===== src/rtl/spi_slave_ctrl.sv =====
// SPI mode-0 slave controller: synchronizes the SPI pins, sequences bit/word
// framing and moves words between the shift registers and the core side.
module spi_slave_ctrl #(
   parameter int                DATA_W = 8,
   parameter logic [DATA_W-1:0] FILL   = '0
) (
   input  logic              clk,
   input  logic              rst,
   input  logic              sclk,
   input  logic              cs_n,
   input  logic              mosi,
   output logic              miso,
   input  logic [DATA_W-1:0] tx_data,
   input  logic              tx_valid,
   output logic              tx_ready,
   output logic [DATA_W-1:0] rx_data,
   output logic              rx_valid,
   output logic              busy,
   output logic              frame_err,
   output logic              underrun,
   output logic [1:0]        state_dbg
);

   // Core-side transmit handshake: a word moves into the holding register on
   // any clk edge where tx_valid & tx_ready; tx_ready is simply "holding register empty".

   localparam int CW = (DATA_W > 2) ? $clog2(DATA_W) : 1;
   localparam logic [CW-1:0] LAST = CW'(DATA_W - 1);

   typedef enum logic [1:0] {
      IDLE  = 2'd0,
      LOAD  = 2'd1,
      SHIFT = 2'd2
   } state_t;

   state_t            state;
   logic              sclk_m, sclk_s, sclk_d;
   logic              cs_m, cs_s, cs_d;
   logic              mosi_m, mosi_s;
   logic [CW-1:0]     cnt;
   logic              word_done;
   logic [DATA_W-1:0] shift_rx;
   logic [DATA_W-1:0] shift_tx;
   logic [DATA_W-1:0] hold;
   logic              hold_full;

   logic rise, fall, cs_start, cs_end;

   assign rise      = sclk_s & ~sclk_d;
   assign fall      = ~sclk_s & sclk_d;
   assign cs_start  = ~cs_s & cs_d;
   assign cs_end    = cs_s & ~cs_d;
   assign tx_ready  = ~hold_full;
   assign state_dbg = state;

   always_ff @(posedge clk) begin
      if (rst) begin
         sclk_m    <= 1'b0;
         sclk_s    <= 1'b0;
         sclk_d    <= 1'b0;
         cs_m      <= 1'b1;
         cs_s      <= 1'b1;
         cs_d      <= 1'b1;
         mosi_m    <= 1'b0;
         mosi_s    <= 1'b0;
         state     <= IDLE;
         cnt       <= '0;
         word_done <= 1'b0;
         shift_rx  <= '0;
         shift_tx  <= '0;
         hold      <= '0;
         hold_full <= 1'b0;
         miso      <= 1'b0;
         rx_data   <= '0;
         rx_valid  <= 1'b0;
         busy      <= 1'b0;
         frame_err <= 1'b0;
         underrun  <= 1'b0;
      end else begin
         sclk_m    <= sclk;
         sclk_s    <= sclk_m;
         sclk_d    <= sclk_s;
         cs_m      <= cs_n;
         cs_s      <= cs_m;
         cs_d      <= cs_s;
         mosi_m    <= mosi;
         mosi_s    <= mosi_m;
         rx_valid  <= 1'b0;
         frame_err <= 1'b0;
         underrun  <= 1'b0;

         // Chip-select release wins over everything, including a coincident rise.
         if (cs_end) begin
            state     <= IDLE;
            busy      <= 1'b0;
            miso      <= 1'b0;
            cnt       <= '0;
            word_done <= 1'b0;
            frame_err <= (cnt != '0);
         end else begin
            case (state)
               IDLE: begin
                  cnt  <= '0;
                  miso <= 1'b0;
                  if (cs_start) begin
                     state <= LOAD;
                     busy  <= 1'b1;
                  end
               end
               LOAD: begin
                  if (hold_full) begin
                     shift_tx <= hold;
                     miso     <= hold[DATA_W-1];
                  end else begin
                     shift_tx <= FILL;
                     miso     <= FILL[DATA_W-1];
                     underrun <= 1'b1;
                  end
                  hold_full <= 1'b0;
                  state     <= SHIFT;
               end
               SHIFT: begin
                  if (rise) begin
                     shift_rx <= {shift_rx[DATA_W-2:0], mosi_s};
                     if (cnt == LAST) begin
                        rx_data   <= {shift_rx[DATA_W-2:0], mosi_s};
                        rx_valid  <= 1'b1;
                        cnt       <= '0;
                        word_done <= 1'b1;
                     end else begin
                        cnt <= cnt + 1'b1;
                     end
                  end else if (fall) begin
                     // The fall closing a word fetches the next word instead of shifting.
                     if (word_done) begin
                        word_done <= 1'b0;
                        state     <= LOAD;
                     end else if (cnt != '0) begin
                        shift_tx <= {shift_tx[DATA_W-2:0], 1'b0};
                        miso     <= shift_tx[DATA_W-2];
                     end
                  end
               end
               default: state <= IDLE;
            endcase
         end

         // Placed after LOAD so a same-cycle write refills the register for the next word.
         if (tx_valid && tx_ready) begin
            hold      <= tx_data;
            hold_full <= 1'b1;
         end
      end
   end

endmodule

===== config.mk =====
export PLATFORM = sky130hd
export DESIGN_NAME = spi_slave_ctrl
export DESIGN_NICKNAME = d
export VERILOG_FILES = /design/src/rtl/spi_slave_ctrl.sv
export SDC_FILE = /design/constraint.sdc
export NUM_CORES = 1
export LEC_CHECK = 0
export ABC_CLOCK_PERIOD_IN_PS = 1900
export CORE_MARGIN = 10
export CORE_UTILIZATION = 40
export DETAILED_ROUTE_END_ITERATION = 16
export HOLD_SLACK_MARGIN = 0.15
export PLACE_DENSITY_LB_ADDON = 0.15
export SLEW_MARGIN = 0
export SYNTH_ARGS = -nofsm -noshare
export SYNTH_HDL_FRONTEND = slang
export SYNTH_SLANG_ARGS = --single-unit

===== constraint.sdc =====
create_clock -name clk -period 1.9 [get_ports clk]
set_clock_uncertainty 0.15 [all_clocks]
set_input_delay 0.19 -clock clk [delete_from_list [all_inputs] [get_ports clk]]
set_output_delay 0.19 -clock clk [all_outputs]
set_load 0.05 [all_outputs]

# Word level (Yosys, flattened, before mapping)
# Cells that the tools add are included.
[op_classes]
addsub = 1
mul = 0
div_mod_pow = 0
magnitude_cmp = 0
eq_ne = 12
n_shift = 0
mux = 28
bitwise = 13
n_reduce_logical = 21
[ops]
columns = ["cell", "count"]
rows = [
  ["two-way mux 7 bit", 5],
  ["!= test 2 bit, second input constant", 7],
  ["one-hot mux 7 bit (2 select lines)", 1],
  ["two-way mux 1 bit", 13],
  ["NOT 1 bit", 9],
  ["two-way mux 2 bit", 4],
  ["AND reduction 4 bit", 2],
  ["nonzero test 2 bit", 4],
  ["two-way mux 3 bit", 2],
  ["one-hot mux 2 bit (3 select lines)", 1],
  ["one-hot mux 3 bit (2 select lines)", 1],
  ["AND reduction 2 bit", 3],
  ["AND reduction 3 bit", 2],
  ["AND reduction 6 bit", 1],
  ["nonzero test 3 bit", 2],
  ["AND reduction 5 bit", 1],
  ["AND 1 bit", 4],
  ["!= test 2 x 1 -> 1 bit, second input constant", 2],
  ["OR reduction 2 bit", 2],
  ["OR reduction 4 bit", 1],
  ["adder 3 x 1 -> 3 bit, second input constant", 1],
  ["== test 3 bit, second input constant", 1],
  ["one-hot mux 1 bit (3 select lines)", 1],
  ["OR reduction 3 bit", 1],
  ["other kinds (4)", 4],
]
[totals]
reg_bits = 50
latch_bits = 0
mem_bits_rw = 0
mem_bits_ro = 0
inputBits = 14
out_inout_bits = 16
wordCells = 96
n_memories = 0

# Depth between registers and ports, before layout
[logic_depth]
ltp_word = 6
depth_mapped = 7
depth_no_buf = 5

# Worst setup path before layout
# No wires, ideal clock.
[synth_timing]
path_kind = "register -> register"
startpoint = "register state[0], in the netlist state_dbg[0]"
endpoint = "register state[0], in the netlist state_dbg[0]"
setup_ns = 0.072
t_arrival_ns = 1.816
required_ns = 1.678
path_slack_ns = -0.138
path_stages_with_launch = 7
path_buffers = 2
period_less_slack_ns = 2.038
path_cell_list = "dfxtp_1 -> inv_1 -> ha_1 -> clkbuf_2 -> buf_4 -> a22oi_1 -> mux2i_1"
[synth_between]
elab_chain_cells = 3
word_cells_on_any_way = 9
classes_between = "6 x eq/ne; 1 x mux; 2 x reduce/logical"
[synth_lines]
columns = ["item", "line", "source"]
rows = [
  ["from (decl)", "36", "state_t state;"],
  ["from (signal assigned)", "66", "state <= IDLE;"],
  ["from (signal assigned)", "94", "state <= IDLE;"],
  ["from (signal assigned)", "106", "state <= LOAD;"],
  ["== test 2 bit / logical NOT 2 bit (equally long branches)", "101", "case (state)"],
  ["!= test 2 bit (no line)", "n/a", ""],
  ["AND reduction 4 bit (no line)", "n/a", ""],
]
# Several ways; a longest one is shown, not always the timed one.
# A chain may end at the register's enable or synchronous reset.

# Worst setup path after layout
[layout_timing]
startpoint = "register state[1], in the netlist state_dbg[1]"
endpoint = "output port state_dbg[1]"
[layout_rtl]
columns = ["item", "line", "source"]
rows = [
  ["to (decl)", "21", "output logic [1:0] state_dbg"],
]
# No word-level cell between the ends.

==> reports/qor.csv <==
metric,value,unit
crit path capture type,output pin,
period utilisation layout,0.972,
Clock transition at path regs,90,ps
core area,5200,um2
CTS Buf Count,5,
Least-Margin Pin Slew,522,ps
PnR worst setup slack,52.9,ps
top cells by instance count after synthesis,"50 x dfxtp_1, 34 x a21oi_1, 25 x nand2_1",
"FF+latch count, synth",50,
largest net degree at the start of global routing,47,
DRT Wirelength,4870,um
Tot Pwr,2.30,mW
FP Rows,26,
kind of critical path,register to output pin,
antenna violations before repair,0,
YS warnings,0,
top cell type's share of synthesized area,0.458,
CP arrival,1510,ps
Yosys cell types,36,
GRT overflow,0,
CTS tree,done,
RSZ-0062 raised after global routing,false,
status,"finished, final reports clean",
CTS Root Cell,clkbuf_8,
post-synth top area cell,dfxtp_1,
Worst Hold Class,register to register,
post-synthesis async set-or-reset flop share,0,
layout cell share with drive strength beyond 1,0.130,
cells after synthesis,244,
FMAX,541,MHz
die area,8830,um2
Die H,93.9,um
Total GRT Usage,0.111,
Slew HR,0.651,
wire per inst,14.3,um
Post-synth EDFFs,0,
Diodes inserted,0,
ordered list of cells on the worst path,clkdlybuf4s50_1,
synthesized area,2190,um2
endpoints failing setup,0,
main combinational cell family by area after synthesis,simple AND/OR/NAND/NOR gates,
total of max-cap violations,0,
TNS Setup,0,ps
Layout Nets,290,
sequential share of the synthesized area,0.458,
Synth Net Count,265,
port bufs,29,
area of the multi-input gates,1060,um2
clk sinks,50,
pwr dens,870,nW/um2
Area Overhead vs Synth,20.9,%
post-CTS sizing,0,
Synth area leaders,"dfxtp_1 46%, a21oi_1 7.8%, nand2_1 4.3%",
Final HPWL DP,3310,um
latest clock arrival within the worst-skew pair,300,ps
Synth Area per Inst,8.96,um2
number of fill cells in the layout,517,
Slowest cell on crit path,clkdlybuf4s50_1,
maximum VDD drop,0.000678,V
Synth Area in Adders,0.0400,
most common cell in the netlist,dfxtp_1,
Synth Area in XOR/XNOR,0,
compound-cell area share of the yosys netlist,0.161,
crit-path leading delay family,buffers and inverters,
Final Hold Viols,0,
DR iter-0 viols,119,
element type at the critical path start,register,
Vias/cell,5.11,
starting density of the core,0.420,
Longest Clk Path Bufs,2,
first-pass GRT wire length,8070,um
CTS H-tree depth,2,
# DRC,0,
die width,93.9,um
I/O pins,30,
pre-CTS setup slack,131,ps
fin crit period,1850,ps
Buf/Inv on CP,1,
Main synth FF type,dfxtp_1,
mux contribution to synthesized area,0.0446,
Antenna Violating Nets Remaining,0,
Worst Path Max Fanout,5,
LEAKAGE,0.949,nW
register area,1000,um2
drt pass-1 iters,4,
max-slew violation count,0,
hold buffer count at CTS,0,
fin util,0.508,
Worst EP required,1560,ps
gpl congestion,0.790,
postcts setup bufs,0,
Vias,1739,
Post-Synth Simple-Gate Area,0.232,
vias in the first global route,1661,
CP peak stage delay,820,ps
## where the power goes
| part | internal [mW] | switching [mW] |
|---|---|---|
| sequential | 1.10 | 0.0379 |
| combinational | 0.216 | 0.307 |
| clock | 0.293 | 0.351 |
## final timing paths
check / from / slack, ps / end / cells after the start
max reg2reg: state_dbg[0]$_SDFFE_PP0P_ / 140 / shift_tx[3]$_SDFFE_PP0P_ / 5
max: state_dbg[1]$_SDFFE_PP0P_ / 50 / state_dbg[1] / 1
min reg2reg: cs_m$_SDFF_PP1_ / 270 / cs_s$_SDFF_PP1_ / 1
min: cs_m$_SDFF_PP1_ / 270 / cs_s$_SDFF_PP1_ / 1
## cells in the final DEF, fill, tap and decap left out, drive strengths merged, types with 3 or more instances in the layout
cell type,instances
ha,7
o21ai,8
dfxtp,50
mux2,6
inv,8
nand2,25
nand2b,5
or2,4
nand3b,10
buf,10
clkbuf,6
o31ai,8
clkdlybuf4s50,28
nand4,9
nor2b,13
a21oi,34
mux2i,3
nand3,16
## kinds of logic (layout without fill, tap and decap cells)
kind of cell | after synthesis | in the layout
AO/OA/AOI/OAI | 58 | 58
adder cells (fa/ha/maj) | 7 | 7
buffers and inverters | 29 | 55
flip-flops | 50 | 50
multiplexers | 9 | 9
AND/OR/NAND/NOR | 91 | 91
## flip-flops by register name (all words and copies together) (netlist names), 2 cells and up
signal and flops:
cnt 3, rx_data 8, state_dbg 2, shift_tx 7, hold 8, shift_rx 7
## stage by stage
step | instances | instance area (um2) | hold WS, ps
after global placement | 332 | 2540 | 247
after global routing | 340 | 2650 | 285
after detailed placement | 332 | 2540 | 253
after CTS | 340 | 2630 | 271
after floorplan | 244 | 2190 | 144
final | 340 | 2650 | 270
## area by class of cell
| class | instances | share of cell area |
|---|---|---|
| Clock buffer | 6 | 0.0312 |
| Timing Repair Buffer | 38 | 0.139 |
| Multi-Input combinational cell | 165 | 0.400 |
| Clock inverter | 2 | 0.00473 |
| Inverter | 9 | 0.0128 |
| Sequential cell | 50 | 0.379 |
| Tap cell | 70 | 0.0331 |
## layer usage
metal,share of wire,GRT usage,up-vias,routed length [um]
met5,0,0,-,0
met2,0.45,0.170,31,2200
li1,-,-,903,-
met4,0.012,0.0418,0,57
met1,0.49,0.143,800,2380
met3,0.048,0.0312,5,232
No activity file was read; power rests on OpenSTA's default activity.
